## config.mk

```make
export PLATFORM = sky130hd
export DESIGN_NAME = vram_pixel_writer
export DESIGN_NICKNAME = d
export VERILOG_FILES = /design/src/rtl/vram_pkg.sv /design/src/rtl/vram_addr_gen.sv /design/src/rtl/vram_pixel_writer.sv
export SDC_FILE = /design/constraint.sdc
export NUM_CORES = 1
export LEC_CHECK = 0
export ABC_CLOCK_PERIOD_IN_PS = 2100
export CORE_MARGIN = 8
export CORE_UTILIZATION = 31
export DETAILED_ROUTE_END_ITERATION = 16
export PLACE_DENSITY = 0.61
export RECOVER_POWER = 50
export SYNTH_ARGS = -nofsm -noshare
export SYNTH_HDL_FRONTEND = slang
export SYNTH_SLANG_ARGS = --single-unit
```

## constraint.sdc

```tcl
create_clock -name clk -period 2.1 [get_ports clk]
set_clock_uncertainty 0.05 [all_clocks]
set_input_delay 0.42 -clock clk [delete_from_list [all_inputs] [get_ports clk]]
set_output_delay 0.42 -clock clk [all_outputs]
set_load 0.01 [all_outputs]
```

## src/rtl/vram_pkg.sv

```systemverilog
// Shared constants and writer state type for the 1-bpp video frame RAMs.
package vram_pkg;

   localparam int H_PIXELS     = 128;
   localparam int V_PIXELS     = 96;
   localparam int ADDR_W       = 14;
   localparam int X_W          = 7;
   localparam int Y_W          = 7;
   localparam int FRAME_PIXELS = H_PIXELS * V_PIXELS;

   typedef enum logic {
      IDLE = 1'b0,
      FILL = 1'b1
   } wr_state_t;

endpackage

```

## src/rtl/vram_addr_gen.sv

```systemverilog
// Combinational (x, y) -> linear frame address with an in-range flag.
// The address wraps modulo 2^ADDR_W; the flag reports x < H_PIXELS and y < V_PIXELS.
module vram_addr_gen
   import vram_pkg::*;
#(
   parameter int H_PIXELS = vram_pkg::H_PIXELS,
   parameter int V_PIXELS = vram_pkg::V_PIXELS,
   parameter int ADDR_W   = vram_pkg::ADDR_W,
   parameter int X_W      = vram_pkg::X_W,
   parameter int Y_W      = vram_pkg::Y_W
) (
   input  logic [X_W-1:0]    x_i,
   input  logic [Y_W-1:0]    y_i,
   output logic [ADDR_W-1:0] addr_o,
   output logic              in_range_o
);

   always_comb begin
      addr_o     = ADDR_W'(y_i) * ADDR_W'(H_PIXELS) + ADDR_W'(x_i);
      in_range_o = (int'(x_i) < H_PIXELS) && (int'(y_i) < V_PIXELS);
   end

endmodule

```

## src/rtl/vram_pixel_writer.sv

```systemverilog
// Write-side master for one 1-bpp frame RAM: single-pixel writes plus a full-frame fill sweep.
// Define VRAM_WRITER_BOUNDS_CHECK_EN to drop out-of-range pixels and flag them on err_oob.
module vram_pixel_writer
   import vram_pkg::*;
#(
   parameter int H_PIXELS = vram_pkg::H_PIXELS,
   parameter int V_PIXELS = vram_pkg::V_PIXELS,
   parameter int ADDR_W   = vram_pkg::ADDR_W,
   parameter int X_W      = vram_pkg::X_W,
   parameter int Y_W      = vram_pkg::Y_W
) (
   input  logic              clk,
   input  logic              reset,
   input  logic              px_valid,
   output logic              px_ready,
   input  logic [X_W-1:0]    px_x,
   input  logic [Y_W-1:0]    px_y,
   input  logic              px_val,
   input  logic              fill_start,
   input  logic              fill_val,
   output logic              busy,
   output logic              done,
   output logic              err_oob,
   output logic              ram_en,
   output logic [1:0]        ram_we,
   output logic [ADDR_W-1:0] ram_addr,
   output logic              ram_din
);

`ifdef VRAM_WRITER_BOUNDS_CHECK_EN
   localparam bit BOUNDS_EN = 1'b1;
`else
   localparam bit BOUNDS_EN = 1'b0;
`endif

   localparam int FRAME_PIX = H_PIXELS * V_PIXELS;
   localparam logic [ADDR_W-1:0] LAST_ADDR = ADDR_W'(FRAME_PIX - 1);

   wr_state_t         state_q, state_d;
   logic [ADDR_W-1:0] fill_cnt_q, fill_cnt_d;
   logic              fill_val_q, fill_val_d;
   logic              ram_en_q, ram_en_d;
   logic [ADDR_W-1:0] ram_addr_q, ram_addr_d;
   logic              ram_din_q, ram_din_d;
   logic              busy_q, busy_d;
   logic              done_q, done_d;
   logic              err_oob_q, err_oob_d;

   logic [ADDR_W-1:0] pix_addr;
   logic              pix_in_range;
   logic              px_fire;
   logic              pix_wr_ok;

   vram_addr_gen #(
      .H_PIXELS (H_PIXELS),
      .V_PIXELS (V_PIXELS),
      .ADDR_W   (ADDR_W),
      .X_W      (X_W),
      .Y_W      (Y_W)
   ) u_addr_gen (
      .x_i        (px_x),
      .y_i        (px_y),
      .addr_o     (pix_addr),
      .in_range_o (pix_in_range)
   );

   assign px_ready  = (state_q == IDLE) && !reset;
   assign px_fire   = px_valid && px_ready;
   assign pix_wr_ok = !BOUNDS_EN || pix_in_range;

   always_comb begin
      state_d    = state_q;
      fill_cnt_d = fill_cnt_q;
      fill_val_d = fill_val_q;
      ram_en_d   = 1'b0;
      ram_addr_d = '0;
      ram_din_d  = 1'b0;
      done_d     = 1'b0;
      err_oob_d  = 1'b0;

      unique case (state_q)
         IDLE: begin
            // Pixel and fill_start in the same cycle: the pixel goes out now, the sweep follows.
            if (px_fire) begin
               if (pix_wr_ok) begin
                  ram_en_d   = 1'b1;
                  ram_addr_d = pix_addr;
                  ram_din_d  = px_val;
               end else begin
                  err_oob_d  = 1'b1;
               end
            end
            if (fill_start) begin
               fill_val_d = fill_val;
               fill_cnt_d = '0;
               state_d    = FILL;
            end
         end
         FILL: begin
            ram_en_d   = 1'b1;
            ram_addr_d = fill_cnt_q;
            ram_din_d  = fill_val_q;
            if (fill_cnt_q == LAST_ADDR) begin
               done_d     = 1'b1;
               fill_cnt_d = '0;
               state_d    = IDLE;
            end else begin
               fill_cnt_d = fill_cnt_q + ADDR_W'(1);
            end
         end
         default: state_d = IDLE;
      endcase

      busy_d = (state_d == FILL);
   end

   always_ff @(posedge clk) begin
      if (reset) begin
         state_q    <= IDLE;
         fill_cnt_q <= '0;
         fill_val_q <= 1'b0;
         ram_en_q   <= 1'b0;
         ram_addr_q <= '0;
         ram_din_q  <= 1'b0;
         busy_q     <= 1'b0;
         done_q     <= 1'b0;
         err_oob_q  <= 1'b0;
      end else begin
         state_q    <= state_d;
         fill_cnt_q <= fill_cnt_d;
         fill_val_q <= fill_val_d;
         ram_en_q   <= ram_en_d;
         ram_addr_q <= ram_addr_d;
         ram_din_q  <= ram_din_d;
         busy_q     <= busy_d;
         done_q     <= done_d;
         err_oob_q  <= err_oob_d;
      end
   end

   assign ram_en   = ram_en_q;
   assign ram_we   = {2{ram_en_q}};
   assign ram_addr = ram_addr_q;
   assign ram_din  = ram_din_q;
   assign busy     = busy_q;
   assign done     = done_q;
   assign err_oob  = err_oob_q;

endmodule

```

==> results.yml, run 1 <==
logic_synthesis:
  synth_area_um2: 1420
  syn_inst: 159
  synth_fp_nets: 180
  post-synth-top-area-cell: "dfxtp_1"
  yosys_warnings: 0
  netlist-cell-type-count: 36
  yosysTopAreaCellShare: 0.464
  yosys_register_bits: 33
  ranking_of_synthesized_cells_by_area: "dfxtp_1 46%, a22oi_1 7.9%, nor2_1 6.6%, a31oi_1 3.1%, a21oi_1 2.8%"
  postSynthAreaPerCell_um2: 8.95
  synth_seq_area_share: 0.464
layout:
  antennaDiodeCount: 0
  fin_nets: 225
  fin_util: 0.445
  fill_cells: 434
  final_design_area_no_fill_um2: 1950
  layout-area-overhead-vs-synth_pct: 37.2
  drive_above_1_share: 0.0878
timing:
  max_slew.worst_pin.slew_ns: 1.00
  post-route-min-period_ns: 1.85
  rsz0062_at_grt: "no"
  layout_worst_path_cycle_share: 0.883
  setup_viol: 0
  hold_viol: 0
  final_critical_path_setup_slack_ns: 0.247
  final_max_slew_viol_count: 0
  hold_slack_ns: 0.450
  clock.fmax_mhz: 540
  max-slew-margin-rel: 0.329
  timing.setup.tns_ns: 0
clock_network:
  ctsHtreeMaxLevel: 2
  postCtsHoldBufs: 0
  cts_tree: "built"
  cts_setup_buffers: 0
  cts-root-to-sink-buffers: 2
  post_cts_resized: 0
  root_buffer: "clkbuf_8"
  cts_made_buffers: 5
  worst_setup_hold_path_clk_slew_ns: 0.06
  tritoncts_num_sinks: 33
  clk_latency_ns: 0.28
floorplan:
  chipHeight_um: 83.7
  fp.coreArea_um2: 4380
  rows: 24
  ioPinCount: 42
  die-width_um: 83.7
  initial_utilization: 0.324
  die_area_um2: 7010
setup_path:
  crit_path_start_kind: "flop"
  rr_endpoint: "fill_cnt_q[13]"
  timing.critical_path.buf_inv: 1
  worst_setup_path_end_kind: "primary output"
  critPathMaxStageDelay_ns: 0.61
  critical_path.slowest_cell: "clkdlybuf4s50_1"
  worst_setup_path_endpoint: "busy"
  timing.critical_path.cells: "clkdlybuf4s50_1"
  setup.worst_path.start: "busy"
  critical_path.max_fanout: 9
  timing.reg2reg.worst_path_depth: 6
  crit_required_ns: 1.63
  worst-r2r-setup-slack_ns: 0.25
  timing.setup.critical_path_class: "reg -> out"
  worst_r2r_startpoint: "fill_cnt_q[0]"
  path_depth: 1
  critical_path.top_delay_family: "buffers and inverters"
  worstPathArrival_ns: 1.38
detailed_routing:
  num_vias: 1350
  wl_per_cell_um: 15.1
  route.detailed.drc: 0
  route.antenna.remaining_nets: 0
  first_pass_iters: 4
  finalWirelength_um: 3880
  drt_first_iter_violations: 125
  dr_vias_cell: 5.25
flow_run:
  maxCapViolCount: 0
global_route:
  initial_antenna_violation_count: 0
  grt_pass1_vias: 1334
  globalRouteOverflowTotal: 0
  grt.total_usage: 0.113
  first_pass_grt_wire_length_um: 6550
  pin_count_of_the_biggest_net_entering_global_routing: 30
placed_design:
  sum_of_net_half_perimeters_after_detailed_placement_um: 2890
  detailed_place.area_um2: 1880
  gpl.final_weighted_congestion: 0.811
  placement.setup.worst_slack_ns: -0.0430
  placement.io_buffers: 40
pwr:
  power.ir.vdd_worst_mv: 0.238
  leakage_power_of_the_design_nw: 0.766
  power_per_cell_area_nw_per_um2: 652
run_status:
  status: "finished clean"
hold_path:
  hp-class: "reg -> reg"
[per-stage QoR]
| step | power, mW | cells |
|---|---|---|
| after detailed placement | 0.840 | 249 |
| after floorplan | 0.749 | 159 |
| after global routing | 1.34 | 257 |
| after CTS | 1.29 | 257 |
| final | 1.27 | 257 |
| after global placement | 0.839 | 249 |
[registers in the layout, indices dropped and copies added (netlist names)]
| register | count |
|---|---|
| fill_cnt_q | 14 |
| busy | 1 |
| done | 1 |
| ram_addr | 14 |
| fill_val_q | 1 |
| ram_din | 1 |
| ram_en | 1 |
[how the worst min path moves through the flow]
stage          cells past startpoint       start          to
2_1_floorplan                      2  fill_val_q  fill_val_q
3_3_place_gp                       2  fill_val_q  fill_val_q
3_5_place_dp                       2  fill_val_q  fill_val_q
4_1_cts                            2  fill_val_q  fill_val_q
5_1_grt                            2  fill_val_q     ram_din
6_report                           2  fill_val_q  fill_val_q
[cell usage after synthesis (all sizes together)]
cell type and instances:
a21oi 9, a22oi 15, a31oi 7, a32oi 1, and2 1, and3 3
and4 2, buf 5, clkbuf 6, conb 1, dfxtp 33, ha 1
inv 1, mux2i 1, nand2 10, nand3 4, nand3b 5, nand4 5
nor2 25, nor2b 3, nor3 3, nor4 2, o2111ai 2, o21ai 7
o41a 1, or3 2, xnor2 1, xor2 3
[power by group]
group          switching, mW  internal, mW
Sequential           0.00910         0.644
Combinational         0.0820        0.0847
Clock                  0.224         0.229
[per-layer routing]
layer	routed length (um)	GRT usage	vias up
met1	1770	0.142	633
met3	293	0.0449	2
met5	0	0	-
met4	18	0.0330	0
li1	-	-	668
met2	1800	0.173	47
[cell usage in the layout (no fill, tap or decap)]
cell | synthesis | layout
o21ai_0 | 7 | 7
buf_4 | 3 | 7
o41a_1 | 1 | 1
clkbuf_1 | 4 | 3
nor4_1 | 2 | 2
nor3_1 | 3 | 3
a21oi_1 | 8 | 8
dlymetal6s2s_1 | 0 | 1
nor2_1 | 25 | 25
conb_1 | 1 | 1
or3_1 | 1 | 1
dfxtp_1 | 33 | 33
or3_4 | 1 | 1
nand4_1 | 4 | 4
xnor2_1 | 1 | 1
and2_1 | 1 | 1
clkbuf_8 | 2 | 5
dlygate4sd3_1 | 0 | 17
nor2b_1 | 3 | 3
inv_1 | 1 | 1
and4_1 | 1 | 2
xor2_1 | 3 | 3
mux2i_1 | 1 | 1
a32oi_1 | 1 | 1
and3_1 | 3 | 3
nand4_2 | 1 | 1
nand3_2 | 1 | 1
clkdlybuf4s50_1 | 0 | 22
ha_1 | 1 | 1
nand3b_1 | 5 | 5
nand3_1 | 3 | 3
clkinv_2 | 0 | 2
a31oi_1 | 7 | 7
o2111ai_1 | 2 | 2
a22oi_1 | 15 | 15
a21oi_2 | 1 | 1
nand2_1 | 10 | 10
[cell families after synthesis]
logic type | after synthesis | share of synthesized area
buffers and inverters | 12 | 0.0589
multiplexers | 1 | 0.00704
adder cells (fa/ha/maj) | 1 | 0.00879
other | 1 | 0.00264
flip-flops | 33 | 0.464
AO/OA/AOI/OAI | 42 | 0.195
XOR/XNOR | 4 | 0.0246
AND/OR/NAND/NOR | 65 | 0.238
[final cells by class]
class | instances | area (um2) | share of cell area
multi-input cells | 114 | 677 | 0.347
inverters | 1 | 3.75 | 0.00192
clock buffers | 6 | 72.6 | 0.0372
well taps | 52 | 65.1 | 0.0333
flip-flops and latches | 33 | 661 | 0.338
clock inverters | 2 | 10.0 | 0.00513
repair buffers | 49 | 463 | 0.237
No activity file was read; power rests on OpenSTA's default activity.
==> run 2: changes to the inputs <==
CORE_ASPECT_RATIO = 0.9   (was unset)
SYNTH_HIERARCHICAL = 1   (was unset)
==> run 2 against run 1 <==
Effect of this change:
- core utilization is 3.8 points lower
- largest power group unchanged
- die area grew 6.0%
- register-to-register slack improved by 0.12 ns
- sequential share of layout area is 0.065 points lower
- final cell count increased by 3.5%
- global-route usage decreased by 0.73 points
- total power up 1.3%
==> results.yml, run 2 <==
detailed_routing:
  first_pass_iters: 4
  route.antenna.remaining_nets: 0
  route.detailed.drc: 0
  wl_per_cell_um: 13.9
  finalWirelength_um: 3690
  dr_vias_cell: 4.96
  drt_first_iter_violations: 83
  num_vias: 1320
floorplan:
  die_area_um2: 7430
  ioPinCount: 42
  rows: 24
  initial_utilization: 0.318
  die-width_um: 90.0
  fp.coreArea_um2: 4800
  chipHeight_um: 82.6
clock_network:
  ctsHtreeMaxLevel: 2
  cts-root-to-sink-buffers: 2
  root_buffer: "clkbuf_8"
  worst_setup_hold_path_clk_slew_ns: 0.06
  cts_tree: "built"
  cts_setup_buffers: 0
  cts_made_buffers: 5
  tritoncts_num_sinks: 33
  clk_latency_ns: 0.28
timing:
  hold_slack_ns: 0.469
  post-route-min-period_ns: 2.01
  max_slew.worst_pin.slew_ns: 0.620
  max-slew-margin-rel: 0.586
  clock.fmax_mhz: 497
  final_critical_path_setup_slack_ns: 0.0863
  timing.setup.tns_ns: 0
  hold_viol: 0
  layout_worst_path_cycle_share: 0.959
  final_max_slew_viol_count: 0
  setup_viol: 0
  rsz0062_at_grt: "no"
run_status:
  status: "finished clean"
placed_design:
  sum_of_net_half_perimeters_after_detailed_placement_um: 2610
  placement.io_buffers: 40
  gpl.final_weighted_congestion: 0.819
  placement.setup.worst_slack_ns: 0.0843
  detailed_place.area_um2: 1870
setup_path:
  timing.setup.critical_path_class: "in -> out"
  timing.critical_path.cells: "clkdlybuf4s50_1, nor2_1, clkdlybuf4s50_1"
  critical_path.top_delay_family: "buffers and inverters"
  worstPathArrival_ns: 1.54
  setup.worst_path.start: "reset"
  crit_path_start_kind: "input pin"
  critical_path.slowest_cell: "clkdlybuf4s50_1"
  worst_setup_path_end_kind: "primary output"
  critical_path.most_common_cell: "clkdlybuf4s50_1"
  timing.critical_path.buf_inv: 2
  crit_required_ns: 1.63
  critPathMaxStageDelay_ns: 0.56
  timing.reg2reg.worst_path_depth: 6
  path_depth: 3
  worst_r2r_startpoint: "fill_cnt_q[1]"
  rr_endpoint: "fill_cnt_q[1]"
  worst-r2r-setup-slack_ns: 0.37
  critical_path.max_fanout: 2
logic_synthesis:
  postSynthAreaPerCell_um2: 8.83
  synth_fp_nets: 194
  syn_inst: 173
  synth_area_um2: 1530
  yosys_warnings: 6
layout:
  antennaDiodeCount: 0
  drive_above_1_share: 0.0896
  most_common_cell_after_layout_fill_and_taps_aside: "dfxtp_1"
  layout-area-overhead-vs-synth_pct: 28.0
  layout_common_cells: "33 x dfxtp_1, 31 x clkdlybuf4s50_1, 24 x nor2_1"
  fin_nets: 222
  final_design_area_no_fill_um2: 1960
global_route:
  pin_count_of_the_biggest_net_entering_global_routing: 30
  initial_antenna_violation_count: 0
  grt_pass1_vias: 1334
  first_pass_grt_wire_length_um: 6350
  globalRouteOverflowTotal: 0
  grt.total_usage: 0.106
flow_run:
  maxCapViolCount: 0
hold_path:
  timing.hold.worst_path_depth: 2
  timing.hold.worst.start: "fill_val_q"
  hp-class: "reg -> reg"
  hold_path_end: "fill_val_q"
pwr:
  power_per_cell_area_nw_per_um2: 660
  power_mw: 1.29
  leakage_power_of_the_design_nw: 0.722
  power.ir.vdd_worst_mv: 0.313
run 2: final cells by class:
type	count	area, um2
repair buffers	46	443
clock buffers	7	86.3
well taps	65	81.3
fillers	497	2850
multi-input cells	114	681
inverters	1	3.75
flip-flops and latches	33	661
run 2: per-layer routing:
metal  track usage  vias to the layer above  wire [um]
met5             0                        -          0
met4        0.0547                        0         64
met3        0.0488                        8        299
met2         0.164                       37       1560
met1         0.123                      611       1770
li1              -                      664          -
run 2: repair_timing:
item	in CTS	in global routing
setup endpoints to repair	0	1
endpoints found under the hold margin	0	0
hold buffers	0	0
resized for setup	0	1
run 2: power by group:
group	switching, mW	internal, mW	total [mW]	leakage, nW
Clock	0.208	0.260	0.468	0.0443
Sequential	0.00843	0.644	0.653	0.269
Combinational	0.0814	0.0881	0.170	0.409
Total	0.298	0.992	1.29	0.722
run 2: worst max-delay path by stage:
stage	to	slack (ns)
floorplan	fill_cnt_q[1]	0.48
global placement	px_ready	0.06
detailed placement	px_ready	0.08
CTS	px_ready	0.07
global route	px_ready	0.03
finish	px_ready	0.09
run 2: worst register-to-register path, cell delays in order, from the launching register on:
cell	delay, ns
dfxtp_1	0.44
ha_1	0.26
and4_2	0.29
nand4_1	0.09
buf_4	0.20
a32oi_1	0.20
nor2_1	0.06
run 2: per-stage QoR:
stage | instances | utilization
2_1_floorplan | 173 | -
5_1_grt | 266 | 0.407
4_1_cts | 266 | 0.407
3_5_place_dp | 259 | 0.389
3_3_place_gp | 259 | 0.389
6_report | 266 | 0.407
